--- config.mk ---
export PLATFORM = sky130hd
export DESIGN_NAME = sha256_round_engine
export DESIGN_NICKNAME = d
export VERILOG_FILES = /design/src/rtl/sha256_round_engine.sv
export SDC_FILE = /design/constraint.sdc
export NUM_CORES = 2
export LEC_CHECK = 0
export ABC_AREA = 1
export BUFFER_PORTS_ARGS = -buffer_cell sky130_fd_sc_hd__buf_2
export CAP_MARGIN = 10
export CORE_AREA = 5 5 401 403
export CTS_CLUSTER_DIAMETER = 100
export DETAILED_ROUTE_END_ITERATION = 10
export DIE_AREA = 0 0 406 408
export HOLD_SLACK_MARGIN = 0.06
export PLACE_DENSITY = 0.58
export SETUP_SLACK_MARGIN = 0.3
export SLEW_MARGIN = 10
export SYNTH_ARGS = -nofsm -noshare
export SYNTH_HDL_FRONTEND = slang
export SYNTH_SLANG_ARGS = --single-unit
--- constraint.sdc ---
create_clock -name clk -period 17.8 [get_ports clk]
set_clock_uncertainty 0.2 [all_clocks]
set_input_delay 1.78 -clock clk [delete_from_list [all_inputs] [get_ports clk]]
set_output_delay 1.78 -clock clk [all_outputs]
set_load 0.005 [all_outputs]
--- src/rtl/sha256_round_engine.sv ---
// SHA-256 compression core: loads one 512-bit block and a chaining value, then runs
// ROUNDS rounds at one round per clock and presents the final working variables a..h.
module sha256_round_engine #(
    parameter int unsigned ROUNDS = 64
) (
    input  logic         clk,
    input  logic         rst,
    input  logic         start,
    input  logic [511:0] block_in,
    input  logic [255:0] h_in,
    output logic         busy,
    output logic         done,
    output logic [255:0] work_out
);

    localparam logic [0:0] StIdle  = 1'b0;
    localparam logic [0:0] StRound = 1'b1;

    localparam logic [0:63][31:0] KRom = {
        32'h428a2f98, 32'h71374491, 32'hb5c0fbcf, 32'he9b5dba5,
        32'h3956c25b, 32'h59f111f1, 32'h923f82a4, 32'hab1c5ed5,
        32'hd807aa98, 32'h12835b01, 32'h243185be, 32'h550c7dc3,
        32'h72be5d74, 32'h80deb1fe, 32'h9bdc06a7, 32'hc19bf174,
        32'he49b69c1, 32'hefbe4786, 32'h0fc19dc6, 32'h240ca1cc,
        32'h2de92c6f, 32'h4a7484aa, 32'h5cb0a9dc, 32'h76f988da,
        32'h983e5152, 32'ha831c66d, 32'hb00327c8, 32'hbf597fc7,
        32'hc6e00bf3, 32'hd5a79147, 32'h06ca6351, 32'h14292967,
        32'h27b70a85, 32'h2e1b2138, 32'h4d2c6dfc, 32'h53380d13,
        32'h650a7354, 32'h766a0abb, 32'h81c2c92e, 32'h92722c85,
        32'ha2bfe8a1, 32'ha81a664b, 32'hc24b8b70, 32'hc76c51a3,
        32'hd192e819, 32'hd6990624, 32'hf40e3585, 32'h106aa070,
        32'h19a4c116, 32'h1e376c08, 32'h2748774c, 32'h34b0bcb5,
        32'h391c0cb3, 32'h4ed8aa4a, 32'h5b9cca4f, 32'h682e6ff3,
        32'h748f82ee, 32'h78a5636f, 32'h84c87814, 32'h8cc70208,
        32'h90befffa, 32'ha4506ceb, 32'hbef9a3f7, 32'hc67178f2
    };

    function automatic logic [31:0] rotr(input logic [31:0] x, input int unsigned n);
        return (x >> n) | (x << (32 - n));
    endfunction

    function automatic logic [31:0] big_sigma0(input logic [31:0] x);
        return rotr(x, 2) ^ rotr(x, 13) ^ rotr(x, 22);
    endfunction

    function automatic logic [31:0] big_sigma1(input logic [31:0] x);
        return rotr(x, 6) ^ rotr(x, 11) ^ rotr(x, 25);
    endfunction

    function automatic logic [31:0] small_sigma0(input logic [31:0] x);
        return rotr(x, 7) ^ rotr(x, 18) ^ (x >> 3);
    endfunction

    function automatic logic [31:0] small_sigma1(input logic [31:0] x);
        return rotr(x, 17) ^ rotr(x, 19) ^ (x >> 10);
    endfunction

    logic [0:0]        state_q;
    logic [6:0]        t_q;
    logic [0:15][31:0] w_q;   // w_q[0] is always W[t] for the current round
    logic [0:7][31:0]  v_q;   // v_q[0] = a ... v_q[7] = h
    logic [255:0]      work_out_q;
    logic              busy_q;
    logic              done_q;

    logic [31:0]       t1;
    logic [31:0]       t2;
    logic [31:0]       w_new;
    logic [0:7][31:0]  v_next;
    logic              last_round;

    always_comb begin
        t1 = v_q[7] + big_sigma1(v_q[4]) + ((v_q[4] & v_q[5]) ^ (~v_q[4] & v_q[6]))
             + KRom[t_q[5:0]] + w_q[0];
        t2 = big_sigma0(v_q[0]) + ((v_q[0] & v_q[1]) ^ (v_q[0] & v_q[2]) ^ (v_q[1] & v_q[2]));
        // Word W[t+16] enters the window as W[t] leaves it.
        w_new = small_sigma1(w_q[14]) + w_q[9] + small_sigma0(w_q[1]) + w_q[0];
        v_next = {t1 + t2, v_q[0], v_q[1], v_q[2], v_q[3] + t1, v_q[4], v_q[5], v_q[6]};
        last_round = (t_q == 7'(ROUNDS - 1));
    end

    always_ff @(posedge clk) begin
        if (rst) begin
            state_q    <= StIdle;
            t_q        <= '0;
            w_q        <= '0;
            v_q        <= '0;
            work_out_q <= '0;
            busy_q     <= 1'b0;
            done_q     <= 1'b0;
        end else if (state_q == StIdle) begin
            done_q <= 1'b0;
            if (start) begin
                w_q     <= block_in;
                v_q     <= h_in;
                t_q     <= '0;
                busy_q  <= 1'b1;
                state_q <= StRound;
            end
        end else begin
            v_q <= v_next;
            w_q <= {w_q[1:15], w_new};
            t_q <= t_q + 7'd1;
            if (last_round) begin
                work_out_q <= v_next;
                done_q     <= 1'b1;
                busy_q     <= 1'b0;
                state_q    <= StIdle;
            end
        end
    end

    assign busy     = busy_q;
    assign done     = done_q;
    assign work_out = work_out_q;

endmodule

# After elaboration in Yosys (flattened, before gate mapping)
# Memory sizes are Yosys's and may differ from the RTL's.
# Index checks and enable logic that the tools add are counted.
dict set report word_totals {
  register_bits 1034
  latch_bits 0
  ram_bits 0
  mem_bits_ro 2048
  inputBits 771
  out_inout_bits 258
  wordCells 91
  mem_count 1
}
# name words width rd rd_clocked_by_memory_dff write_ports line
set memory_table {}
lappend memory_table {{(no name shown)} 64 32 1 0 0 74} ;# + KRom[t_q[5:0]] + w_q[0];
dict set report op_classes {
  n_addsub 11
  mul 0
  n_div 0
  n_lt_le_gt_ge 1
  n_eq_ne 2
  n_shift 0
  muxes 14
  n_bitwise 29
  n_reduce_logical 4
}
# cell n
set ops {}
lappend ops {{512-bit 2-to-1 mux} 2}
lappend ops {{256-bit 2-to-1 mux} 2}
lappend ops {{32-bit adder} 10}
lappend ops {{32-bit bitwise XOR} 9}
lappend ops {{32-bit bitwise AND} 5}
lappend ops {{32-bit 2-to-1 mux} 2}
lappend ops {{32-bit NOT} 1}
lappend ops {{10-bit by 32-bit bitwise OR with 32-bit output} 1}
lappend ops {{13-bit by 32-bit bitwise OR with 32-bit output} 1}
lappend ops {{14-bit by 32-bit bitwise OR with 32-bit output} 1}
lappend ops {{15-bit by 32-bit bitwise OR with 32-bit output} 1}
lappend ops {{19-bit by 32-bit bitwise OR with 32-bit output} 1}
lappend ops {{21-bit by 32-bit bitwise OR with 32-bit output} 1}
lappend ops {{25-bit by 32-bit bitwise OR with 32-bit output} 1}
lappend ops {{26-bit by 32-bit bitwise OR with 32-bit output} 1}
lappend ops {{30-bit by 32-bit bitwise OR with 32-bit output} 1}
lappend ops {{7-bit by 32-bit bitwise OR with 32-bit output} 1}
lappend ops {{32-bit by 22-bit bitwise XOR with 32-bit output} 1}
lappend ops {{32-bit by 29-bit bitwise XOR with 32-bit output} 1}
lappend ops {{7-bit 2-to-1 mux} 2}
lappend ops {{7-bit by 1-bit adder with 7-bit output, second input constant} 1}
lappend ops {{7-bit by 6-bit == test with 1-bit output, second input constant} 1}
lappend ops {{7-bit >= comparator, second input constant} 1}
lappend ops {{6-bit NOT with 7-bit output} 1}
lappend ops {{6 further kinds} 12}

# Longest topological paths before layout
dict set report depth {
  depth_word 9
  depth_mapped 43
  depth_no_buf 43
}

# Least setup slack after synthesis
# No wires, ideal clock.
dict set report synth_timing {
  path_kind {register -> register}
  startpoint {register t_q[1]}
  endpoint {register work_out_q[255] (netlist: work_out[255])}
  setup_ps 109
  arrival_time_ps 6148
  required_time_ps 17491
  slack_ps 11343
  stages_incl_launch_ff 39
  n_path_buf 0
  synth_period_minus_slack_ps 6457
  cell_sequence {dfxtp_1 clkinv_1 ha_1 nand2_1 inv_1 nor2_1 inv_1 o221ai_1 o31ai_1 nand2_1 nand2_1 inv_1 fa_1 inv_1 ha_1 fa_1 nand3_1 nand2_1 (+3 left out) o21ai_1 a21oi_1 o21ai_1 xor2_1 inv_1 fa_1 inv_1 ha_1 nand2_1 o21ai_0 a21oi_1 or2_2 nand3_1 inv_1 nand2_1 nand3_1 nand2_1 inv_1}
}
dict set report synth_via {
  elab_chain_cells 7
  elab_cells_between_ends 9
  classes_between {add/sub: 3; eq/ne: 1; mux: 2; bitwise: 1; reduce/logical: 1; memory: 1}
}
# item line
set synth_rtl {}
lappend synth_rtl {{start: declaration} 59} ;# logic [6:0] t_q;
lappend synth_rtl {{start signal: assignment} 103} ;# t_q <= t_q + 7'd1;
lappend synth_rtl {{6-bit NOT with 7-bit output (implied by the code)} 74}
lappend synth_rtl {{memory read 64 x 32 bit} n/a}
lappend synth_rtl {{32-bit 2-to-1 mux (implied by the code) (2 in series)} 74}
lappend synth_rtl {{32-bit adder (2 in series)} 74}
lappend synth_rtl {{32-bit adder} 78} ;# v_next = {t1 + t2, v_q[0], v_q[1], v_q[2], v_q[3] + t1, v_q[4], v_q[5], v_q[6]};
lappend synth_rtl {{end signal: assignment} 105} ;# work_out_q <= v_next;
lappend synth_rtl {{end: declaration} 62} ;# logic [255:0] work_out_q;
# Parallel ways exist; a longest one is shown, timed or not. The select of a mux whose other input is x is not followed.
# A chain may end at the register's enable or synchronous reset.

# Worst setup path after layout
dict set report layout_timing {
  startpoint {register t_q[3]}
  endpoint {register work_out_q[239] (netlist: work_out[239])}
}
# Same word-level chain as after synthesis.

==> flow_summary.yaml <==
outcome:
  status: "complete, no violations"
logic_synthesis:
  ys_seq_area_share_pct: 34.3
  synthFlopType: "dfxtp_1"
  synth_common_cells: "3211 x nand2_1, 1320 x inv_1, 1034 x dfxtp_1, 497 x nand3_1, 358 x clkbuf_1"
  synth_area_leader_cell: "dfxtp_1"
  yosysWarnings: 0
  yosys.area_share.simple_pct: 26.5
  muxShareOfSynthArea_pct: 0.0166
  syn_inst: 8860
  synth_edf_count: 0
  synthXorXnorAreaFrac_pct: 4.52
  synthTopCellsByArea: "dfxtp_1 34%, nand2_1 20%, inv_1 8.2%"
  synth.most_common_cell: "nand2_1"
  syn_area_mm2: 0.0603
  ys_ff_latch: 1034
  synth_fp_nets: 9970
  netlist.area_leader.share_pct: 34.3
  async_flop_share_pct: 0
  syn-mean-instance-area_um2: 6.80
  yosysUniqueCellTypes: 60
  synth_adder_area_share_pct: 9.40
  synth_top_family_by_area: "simple AND/OR/NAND/NOR gates"
  synth_compound_area_share_pct: 13.2
power_and_ir_drop:
  peakVddDrop_uv: 357
  leakage_nw: 37.3
  finalPower_mw: 18.1
  p_per_area_mw_per_mm2: 257
critical_path:
  slowest_delay_ps: 540
  reg2reg_from: "t_q[3]"
  cp.required_ps: 18320
  r2r_slack_ps: 9450
  startpoint_type: "flip-flop"
  r2r-end: "work_out[239]"
  crit_path_end_kind: "flip-flop"
  critPathSlowestCell: "clkinv_1"
  critPathArrivalTime_ps: 8880
  cp_common_cell: "nand2_1"
  rr_worst_depth: 30
  worstSetupPathType: "reg -> reg"
  critPathMaxFanout: 57
timing:
  fmax_ghz: 0.120
  fin_tns_setup_ps: 0
  setup_violations: 0
  rsz0062_at_grt: "false"
  worst_hold_slack_ps: 256
  fin_crit_sh_pct: 46.9
  fin_crit_ps: 8350
  maxSlewViolCount: 0
  worstMarginPinSlew_ps: 1170
  final-hold-violation-count: 0
  relSlewSlack_pct: 21.7
cts:
  ctsResizeCount: 0
  clk_latency_ps: 800
  cts_buffers: 115
  cts_hold_buf: 0
  clock-sinks: 1034
  cts_tree: "yes"
  clockRootBuffer: "clkbuf_16"
  clk_path_buf_depth: 3
  clkTransAtPathRegs_ps: 60
  cts_setup_buffers: 0
  cts_max_level: 3
min_path:
  hold_path.startpoint: "work_out[217]"
  hold_path_class: "reg -> reg"
  min_path_cells: 2
  min_to: "work_out[217]"
layout:
  final_net_count: 10600
  final_util_pct: 44.8
  area_delta_synth_final_pct: 16.7
  drive_gt1_share_pct: 13.7
grt:
  grt_overflow: 0
  grt_util_all_layers_pct: 33.8
  first_global_vias: 59700
  grt_pass1_wl_um: 413000
  antenna_found_initial: 40
  grt_max_degree: 246
detailed_routing:
  vias: 61700
  drc: 0
  avgRoutedWirePerCell_um: 25.0
  viasPerCell: 5.27
  drt-total-wl_um: 293000
  dr.pass1.iters: 6
  postRouteAntennaNets: 0
  drt_iter0_markers: 5943
placed_design:
  dp_hpwl_um: 232000
  portBuffers: 1028
  gp_congestion: 0.989
die:
  core-area_mm2: 0.157
  die_w_um: 406
  rows: 146
  io_pins: 1029
  start_util_pct: 38.4
  die_y_um: 408
  die-area_mm2: 0.166
flow_run:
  drv_cap: 0
metal layers:
layer  share of wire (%)  GRT usage, %  up-vias
li1                    -             -    29000
met1                  40          42.2    29600
met2                  47          56.7     2509
met3                 7.1          5.48      537
met4                 5.7          16.9       30
met5               0.072             0        -
worst max path at each step:
stage	start	endpoint	depth (start not counted)
finish	t_q[3]	work_out[239]	30
global route	t_q[1]	v_next[222]	36
CTS	t_q[1]	v_next[222]	36
detailed placement	t_q[3]	work_out[247]	30
global placement	t_q[3]	work_out[247]	30
floorplan	t_q[1]	work_out[255]	38
stage by stage:
stage               worst slack, ps  instance area, um2  std cells
floorplan                     11340               60300       8860
global placement               9330               66200      11500
detailed placement             9540               66200      11500
CTS                            9500               70300      11700
global route                   8940               70300      11700
finish                         9450               70300      11700
kinds of logic after synthesis:
| family | Yosys count |
|---|---|
| compound gates | 1290 |
| xor+xnor | 311 |
| fa+ha+maj | 340 |
| buf+inv | 1865 |
| flops | 1034 |
| mux | 1 |
| simple gates | 4019 |
placed cells by master (no fill, tap or decap), drive strengths merged, types with 7 or more instances in the layout:
master / instances
buf: 1078
xor2: 163
diode: 22
clkinv: 26
o21a: 13
fa: 188
xnor2: 148
o31ai: 10
a221oi: 7
a22o: 14
o21bai: 37
a21o: 25
nor3: 30
dfxtp: 1034
o22ai: 14
a211oi: 8
nand3b: 7
a32oi: 8
nor2: 219
clkbuf: 167
nand2: 3214
a22oi: 265
bufinv: 12
ha: 151
inv: 1334
o211ai: 80
nor4: 14
nand4: 20
o21ai: 437
o221ai: 13
or2: 18
a21oi: 257
a31oi: 78
nand3: 497
critical path, delay by kind of cell (launching register included):
kind / cells / cell delay (ps)
AOI/OAI and AO/OA: 8 / 1700
xor gates and xnor gates: 1 / 310
adders and majority gates: 4 / 1740
buffers and inverters: 8 / 1880
DFF: 1 / 310
and+or+nand+nor: 9 / 2080
flip-flops by register name (all words and copies together), names as in the netlist:
name,count
done,1
work_out,256
state_q,1
w_q,512
v_q,64
busy,1
t_q,7
v_next,192
area by class of cell:
| cell class | instances | area (um2) |
|---|---|---|
| Timing Repair Buffer | 1078 | 5580 |
| Antenna cell | 22 | 55.1 |
| Clock buffer | 167 | 3310 |
| Multi-Input combinational cell | 5961 | 32300 |
| Clock inverter | 45 | 708 |
| Fill cell | 16800 | 86800 |
| Tap cell | 2072 | 2590 |
| Sequential cell | 1034 | 20700 |
| Inverter | 1333 | 5030 |
power by group:
group          total [mW]  switching [mW]  internal, mW
Clock                2.54            1.07          1.47
Sequential           2.83           0.333          2.50
Combinational        12.7            8.87          3.84
No activity file was read; power rests on OpenSTA's default activity.
